$ cat config.mk
export PLATFORM = sky130hd
export DESIGN_NAME = sync_fifo_param
export DESIGN_NICKNAME = d
export VERILOG_FILES = /design/src/rtl/fifo_pkg.sv /design/src/rtl/fifo_mem.sv /design/src/rtl/sync_fifo_param.sv
export SDC_FILE = /design/constraint.sdc
export NUM_CORES = 1
export LEC_CHECK = 0
export ABC_CLOCK_PERIOD_IN_PS = 8800
export CORE_MARGIN = 2
export CORE_UTILIZATION = 32
export CTS_BUF_LIST = sky130_fd_sc_hd__clkbuf_16
export DETAILED_ROUTE_END_ITERATION = 6
export DONT_BUFFER_PORTS = 1
export PLACE_DENSITY = 0.56
export SYNTH_ARGS = -nofsm -noshare
export SYNTH_HDL_FRONTEND = slang
export SYNTH_SLANG_ARGS = --single-unit
$ cat constraint.sdc
create_clock -name clk -period 8.8 [get_ports clk]
set_clock_uncertainty 0.1 [all_clocks]
set_input_delay 1.32 -clock clk [delete_from_list [all_inputs] [get_ports clk]]
set_output_delay 1.32 -clock clk [all_outputs]
set_load 0.01 [all_outputs]
$ cat src/rtl/fifo_pkg.sv
// fifo_pkg: shared constants and helpers for the parameterised synchronous FIFO.
//   clog2        - ceiling log2, usable in constant expressions
//   ptr_w        - pointer width (address bits plus a wrap bit)
//   def_af_thresh - default almost-full threshold for a given depth
//   DEF_*        - default configuration constants
package fifo_pkg;

   localparam int unsigned DEF_DATA_W    = 8;
   localparam int unsigned DEF_DEPTH     = 16;
   localparam int unsigned DEF_AE_THRESH = 2;

   function automatic int unsigned clog2(input int unsigned value);
      int unsigned res;
      res = 0;
      for (int i = 0; i < 32; i++) begin
         if ((32'd1 << i) < value) res = i + 1;
      end
      return res;
   endfunction

   function automatic int unsigned ptr_w(input int unsigned depth);
      return clog2(depth) + 1;
   endfunction

   function automatic int unsigned def_af_thresh(input int unsigned depth);
      return depth - 2;
   endfunction

endpackage

$ cat src/rtl/fifo_mem.sv
// fifo_mem: DATA_W x DEPTH register-array storage, no reset.
//   clk        - write clock
//   i_wr_en    - write strobe
//   i_wr_addr  - write address
//   i_wr_data  - write data
//   i_rd_addr  - asynchronous read address
//   o_rd_data  - asynchronous read data
module fifo_mem #(
   parameter int unsigned DATA_W = 8,
   parameter int unsigned DEPTH  = 16,
   parameter int unsigned AW     = 4
) (
   input  logic              clk,
   input  logic              i_wr_en,
   input  logic [AW-1:0]     i_wr_addr,
   input  logic [DATA_W-1:0] i_wr_data,
   input  logic [AW-1:0]     i_rd_addr,
   output logic [DATA_W-1:0] o_rd_data
);

   logic [DATA_W-1:0] r_mem [DEPTH];

   always_ff @(posedge clk) begin
      if (i_wr_en) r_mem[i_wr_addr] <= i_wr_data;
   end

   assign o_rd_data = r_mem[i_rd_addr];

endmodule

$ cat src/rtl/sync_fifo_param.sv
// sync_fifo_param: parameterised single-clock FIFO with fill count, almost flags,
// synchronous flush and sticky overflow/underflow flags.
// Build option: define SYNC_FIFO_FWFT_EN for first-word-fall-through reads;
// otherwise dout is a registered read with one cycle of latency.
//   clk, rst_n           - clock, asynchronous active-low reset
//   flush                - synchronous clear of contents (overrides wr_en/rd_en)
//   wr_en, din           - write request and data
//   rd_en, dout          - read request and data
//   full, empty          - count == DEPTH / count == 0
//   almost_full/_empty   - count >= AF_THRESH / count <= AE_THRESH
//   count                - occupancy 0..DEPTH
//   err_clr              - clears overflow/underflow (a same-cycle set wins)
//   overflow, underflow  - sticky rejected-write / rejected-read flags
module sync_fifo_param
   import fifo_pkg::*;
#(
   parameter int unsigned DATA_W    = DEF_DATA_W,
   parameter int unsigned DEPTH     = DEF_DEPTH,
   parameter int unsigned AF_THRESH = def_af_thresh(DEPTH),
   parameter int unsigned AE_THRESH = DEF_AE_THRESH
) (
   input  logic                    clk,
   input  logic                    rst_n,
   input  logic                    flush,
   input  logic                    wr_en,
   input  logic [DATA_W-1:0]       din,
   input  logic                    rd_en,
   output logic [DATA_W-1:0]       dout,
   output logic                    full,
   output logic                    empty,
   output logic                    almost_full,
   output logic                    almost_empty,
   output logic [clog2(DEPTH):0]   count,
   input  logic                    err_clr,
   output logic                    overflow,
   output logic                    underflow
);

   localparam int unsigned AW = clog2(DEPTH);
   localparam int unsigned PW = ptr_w(DEPTH);

   localparam logic [PW-1:0] PTR_ONE = {{(PW-1){1'b0}}, 1'b1};
   localparam logic [PW-1:0] DEPTH_L = PW'(DEPTH);
   localparam logic [PW-1:0] AF_L    = PW'(AF_THRESH);
   localparam logic [PW-1:0] AE_L    = PW'(AE_THRESH);

   logic [PW-1:0]     r_wr_ptr, r_rd_ptr;
   logic [PW-1:0]     w_wr_ptr_nxt, w_rd_ptr_nxt;
   logic [PW-1:0]     w_count;
   logic              w_empty, w_full;
   logic              w_rd_acc, w_wr_acc;
   logic              w_ovf_set, w_unf_set;
   logic              r_overflow, r_underflow;
   logic              w_overflow_nxt, w_underflow_nxt;
   logic [DATA_W-1:0] w_rd_data;
   logic [DATA_W-1:0] r_dout;

   // Occupancy is the pointer difference; the wrap bit disambiguates full from empty.
   assign w_count = r_wr_ptr - r_rd_ptr;
   assign w_empty = (w_count == '0);
   assign w_full  = (w_count == DEPTH_L);

   assign count        = w_count;
   assign empty        = w_empty;
   assign full         = w_full;
   assign almost_full  = (w_count >= AF_L);
   assign almost_empty = (w_count <= AE_L);
   assign overflow     = r_overflow;
   assign underflow    = r_underflow;

   // A full FIFO still takes a write when a read frees the head slot in the same cycle.
   always_comb begin
      w_rd_acc  = 1'b0;
      w_wr_acc  = 1'b0;
      w_ovf_set = 1'b0;
      w_unf_set = 1'b0;
      if (!flush) begin
         w_rd_acc  = rd_en && !w_empty;
         w_wr_acc  = wr_en && (!w_full || rd_en);
         w_ovf_set = wr_en && !w_wr_acc;
         w_unf_set = rd_en && !w_rd_acc;
      end
   end

   always_comb begin
      w_wr_ptr_nxt = r_wr_ptr;
      w_rd_ptr_nxt = r_rd_ptr;
      if (flush) begin
         w_wr_ptr_nxt = '0;
         w_rd_ptr_nxt = '0;
      end else begin
         if (w_wr_acc) w_wr_ptr_nxt = r_wr_ptr + PTR_ONE;
         if (w_rd_acc) w_rd_ptr_nxt = r_rd_ptr + PTR_ONE;
      end
   end

   always_comb begin
      w_overflow_nxt  = r_overflow;
      w_underflow_nxt = r_underflow;
      if (err_clr) begin
         w_overflow_nxt  = 1'b0;
         w_underflow_nxt = 1'b0;
      end
      if (w_ovf_set) w_overflow_nxt  = 1'b1;
      if (w_unf_set) w_underflow_nxt = 1'b1;
   end

   always_ff @(posedge clk or negedge rst_n) begin
      if (!rst_n) begin
         r_wr_ptr    <= '0;
         r_rd_ptr    <= '0;
         r_overflow  <= 1'b0;
         r_underflow <= 1'b0;
      end else begin
         r_wr_ptr    <= w_wr_ptr_nxt;
         r_rd_ptr    <= w_rd_ptr_nxt;
         r_overflow  <= w_overflow_nxt;
         r_underflow <= w_underflow_nxt;
      end
   end

   fifo_mem #(
      .DATA_W (DATA_W),
      .DEPTH  (DEPTH),
      .AW     (AW)
   ) u_mem (
      .clk       (clk),
      .i_wr_en   (w_wr_acc),
      .i_wr_addr (r_wr_ptr[AW-1:0]),
      .i_wr_data (din),
      .i_rd_addr (r_rd_ptr[AW-1:0]),
      .o_rd_data (w_rd_data)
   );

`ifdef SYNC_FIFO_FWFT_EN
   // Head word is shown directly; r_dout remembers it so dout holds while empty.
   always_ff @(posedge clk or negedge rst_n) begin
      if (!rst_n) begin
         r_dout <= '0;
      end else if (!w_empty) begin
         r_dout <= w_rd_data;
      end
   end

   assign dout = w_empty ? r_dout : w_rd_data;
`else
   // Sampled before the write lands, so full+read+write returns the old head.
   always_ff @(posedge clk or negedge rst_n) begin
      if (!rst_n) begin
         r_dout <= '0;
      end else if (w_rd_acc) begin
         r_dout <= w_rd_data;
      end
   end

   assign dout = r_dout;
`endif

endmodule
==> flow_summary.yaml <==
place:
  port-buffer-count: 0
  dpl_worst_slack_ns: 4.614
  gp_congestion: 0.7168
  dpl.hpwl_um: 8317
  placed_area_um2: 6649
logic_synthesis:
  synthTopCellsByCount: "edfxtp_1, mux4_2, nor2_1"
  synthCells: 347
  synth_top_family_by_area: "multiplexers"
  yosysMostFrequentCell: "edfxtp_1"
  synthArstFlopShare_pct: 13.51
  muxShareOfSynthArea_pct: 15.09
  ys_types: 43
  synth_top_cell_area_share_pct: 61.55
  synthesis.area_um2: 6245
  synth_area_per_cell_um2: 18.00
  synth_xor_area_share_pct: 0.9417
  synth.largest_area_cell: "edfxtp_1"
  synth_simple_gate_area_share_pct: 6.131
  ys_top_cells_by_area: "edfxtp_1, mux4_2, dfrtp_1, mux2_2, a22oi_1"
  ys_ff_latch: 148
  synth_edf_count: 128
  ys_seq_area_share_pct: 69.57
  yosys_warnings: 0
  yosys.area_share.adder_pct: 2.124
  syn_nets: 371
  ys.flop_type: "edfxtp_1"
  synth-compound-area-share_pct: 4.548
sta:
  fin_crit_sh_pct: 52.54
  finalHoldViolCount: 0
  worstMarginPinSlew_ns: 1.193
  finalMaxSlewViolations: 0
  fin_crit_ns: 4.623
  setup_slack_ns: 4.177
  whs_ns: 0.4646
  finalSetupTns_ns: 0
  rsz0062_at_grt: "no"
  slew-limit-headroom_pct: 19.82
  timing.fmax_mhz: 216.3
  setup_viol: 0
global_routing:
  grt_first_pass_wirelength_um: 19330
  grtUsageTotal_pct: 13.05
  grt_pass1_vias: 3382
  grt_max_degree: 38
  gr-total-overflow: 0
  antenna_found_initial: 0
critical_path:
  cp_slowest_cell: "a2111oi_0"
  startpoint_type: "flop"
  path_class: "flop to output pin"
  path_delay_family: "compound AO/OA/AOI/OAI gates"
  path_buf_inv: 2
  r2r_setup_slack_ns: 4.90
  arrival_ns: 3.20
  required_ns: 7.38
  crit_fanout: 6
  slowest_delay_ns: 0.74
  crit_chain: "inv_1 > ha_1 > fa_1 > nand2b_1 > o2bb2ai_2 > xnor2_2 > inv_2 > a2111oi_0"
  cp-end-kind: "output pin"
clocking:
  ctsHtreeMaxLevel: 4
  cts_hold_buf: 0
  cts_sinks: 148
  clkSlewWorstSetupHoldPaths_ns: 0.06
  clock_path_buffers: 2
  ctsResizeCount: 0
  clock_latency_ns: 0.42
  cts_tree: "built"
  root_buffer: "clkbuf_16"
  numCtsBuffers: 17
  cts_setup_buffers: 0
cells_and_area:
  nNetsFinal: 391
  post-route-cell-area_um2: 7196
  fin_util_pct: 37.22
  syn2layout_area_growth_pct: 15.23
  insertedDiodeCount: 0
  drive_above_1_share_pct: 27.89
route:
  drt_iter0_drc: 247
  num_vias: 3144
  wl_um: 12570
  antenna_left: 0
  drt_first_pass_iters: 5
  route.detailed.wl_per_inst_um: 19.49
  drcViolationCount: 0
  viasPerCell: 4.874
floorplanning:
  io_pins: 33
  start_util_pct: 32.30
  coreArea_um2: 19330
  die-width_um: 143.7
  die_area_um2: 20650
  rows: 51
  die_h_um: 143.7
outcome:
  status: "complete, no violations"
power:
  power.internal_mw: 1.401
  swShare_pct: 28.92
  p_seq_share_pct: 42.2
  p_switching_mw: 0.5697
  clkPwrFrac_pct: 33.1
  total_leakage_power_nw: 2.383
  p_per_area_nw_per_um2: 273.8
  peakVddDrop_mv: 0.1354
  combPwrFrac_pct: 24.7
flow_run:
  max_cap_violations: 0
hold_path:
  hp-class: "flop to flop"
-- metrics by stage --
stage / std cells / total power, mW
after floorplan: 347 / 1.252
after global placement: 613 / 1.331
after detailed placement: 613 / 1.338
after CTS: 645 / 1.994
after global routing: 645 / 2.070
final: 645 / 1.970
-- area by class of cell --
cell class,instances,area (um^2)
clock inverters,15,116.4
flip-flops and latches,148,4345
fillers,1757,12140
inverters,9,33.78
repair buffers,15,112.6
multi-input cells,176,1831
clock buffers,17,425.4
well taps,265,331.6
-- cell usage in the layout (no fill, tap or decap), drive strengths merged --
cell	instances
buf	15
clkinvlp	1
nand4	2
edfxtp	128
nand3b	2
dfrtp	20
a22o	1
nor2b	7
nor3	12
fa	1
a21boi	2
or2	1
bufinv	1
nor4b	1
nor4	4
a2111oi	2
a21oi	5
nand2	11
o2bb2ai	1
mux4	32
and2	1
a22oi	16
xor2	2
ha	9
nand2b	11
mux2i	3
o21ai	3
xnor2	3
inv	12
a21o	1
a211oi	1
a32o	1
clkinv	10
mux2	17
nor2	21
a31o	1
clkbuf	17
nand3	2
-- cell families (layout without fill, tap and decap cells) --
logic type,after synthesis,after routing
simple gates,75,75
xor+xnor,5,5
flops,148,148
mux,52,52
compound gates,34,34
buf+inv,23,56
fa+ha+maj,10,10
-- worst reg2reg max path, stage by stage, from the launching register on --
cell      delay (ns)
dfrtp_1         0.41
inv_1           0.12
ha_1            0.24
fa_1            0.42
xnor2_2         0.34
a211oi_1        0.11
nor2_1          0.42
o21ai_2         0.33
nor3_1          1.03
-- power by group through the flow --
stage	clock [mW]	sequential (mW)	combinational [mW]
after detailed placement	0	0.847	0.491
after floorplan	0	0.840	0.412
after CTS	0.669	0.833	0.492
after global placement	0	0.845	0.486
after global routing	0.697	0.837	0.536
final	0.652	0.832	0.487
-- metal layers --
metal  up-vias  wire length (um)  GRT usage, %
met5         -                 0             0
met4         0               161         5.418
met3        10               673         3.199
met2        80              6427         21.95
met1      1634              5304         16.11
li1       1420                 -             -
-- flip-flops by register name (all words and copies together) (netlist names) --
signal and cells:
dout 8, r_wr_ptr 5, underflow 1, u_mem.r_mem 128, r_rd_ptr 5, overflow 1
-- worst paths after layout --
check	from	endpoint	cells past startpoint
setup / recovery	r_wr_ptr[0]	almost_empty	8
hold / removal	overflow	overflow	1
setup reg to reg	r_wr_ptr[0]	u_mem.r_mem[8][6]	8
hold reg to reg	overflow	overflow	1
max in group asynchronous	rst_n	r_rd_ptr[0]	0
min in group asynchronous	rst_n	underflow	0
No activity file was read; power rests on OpenSTA's default activity.
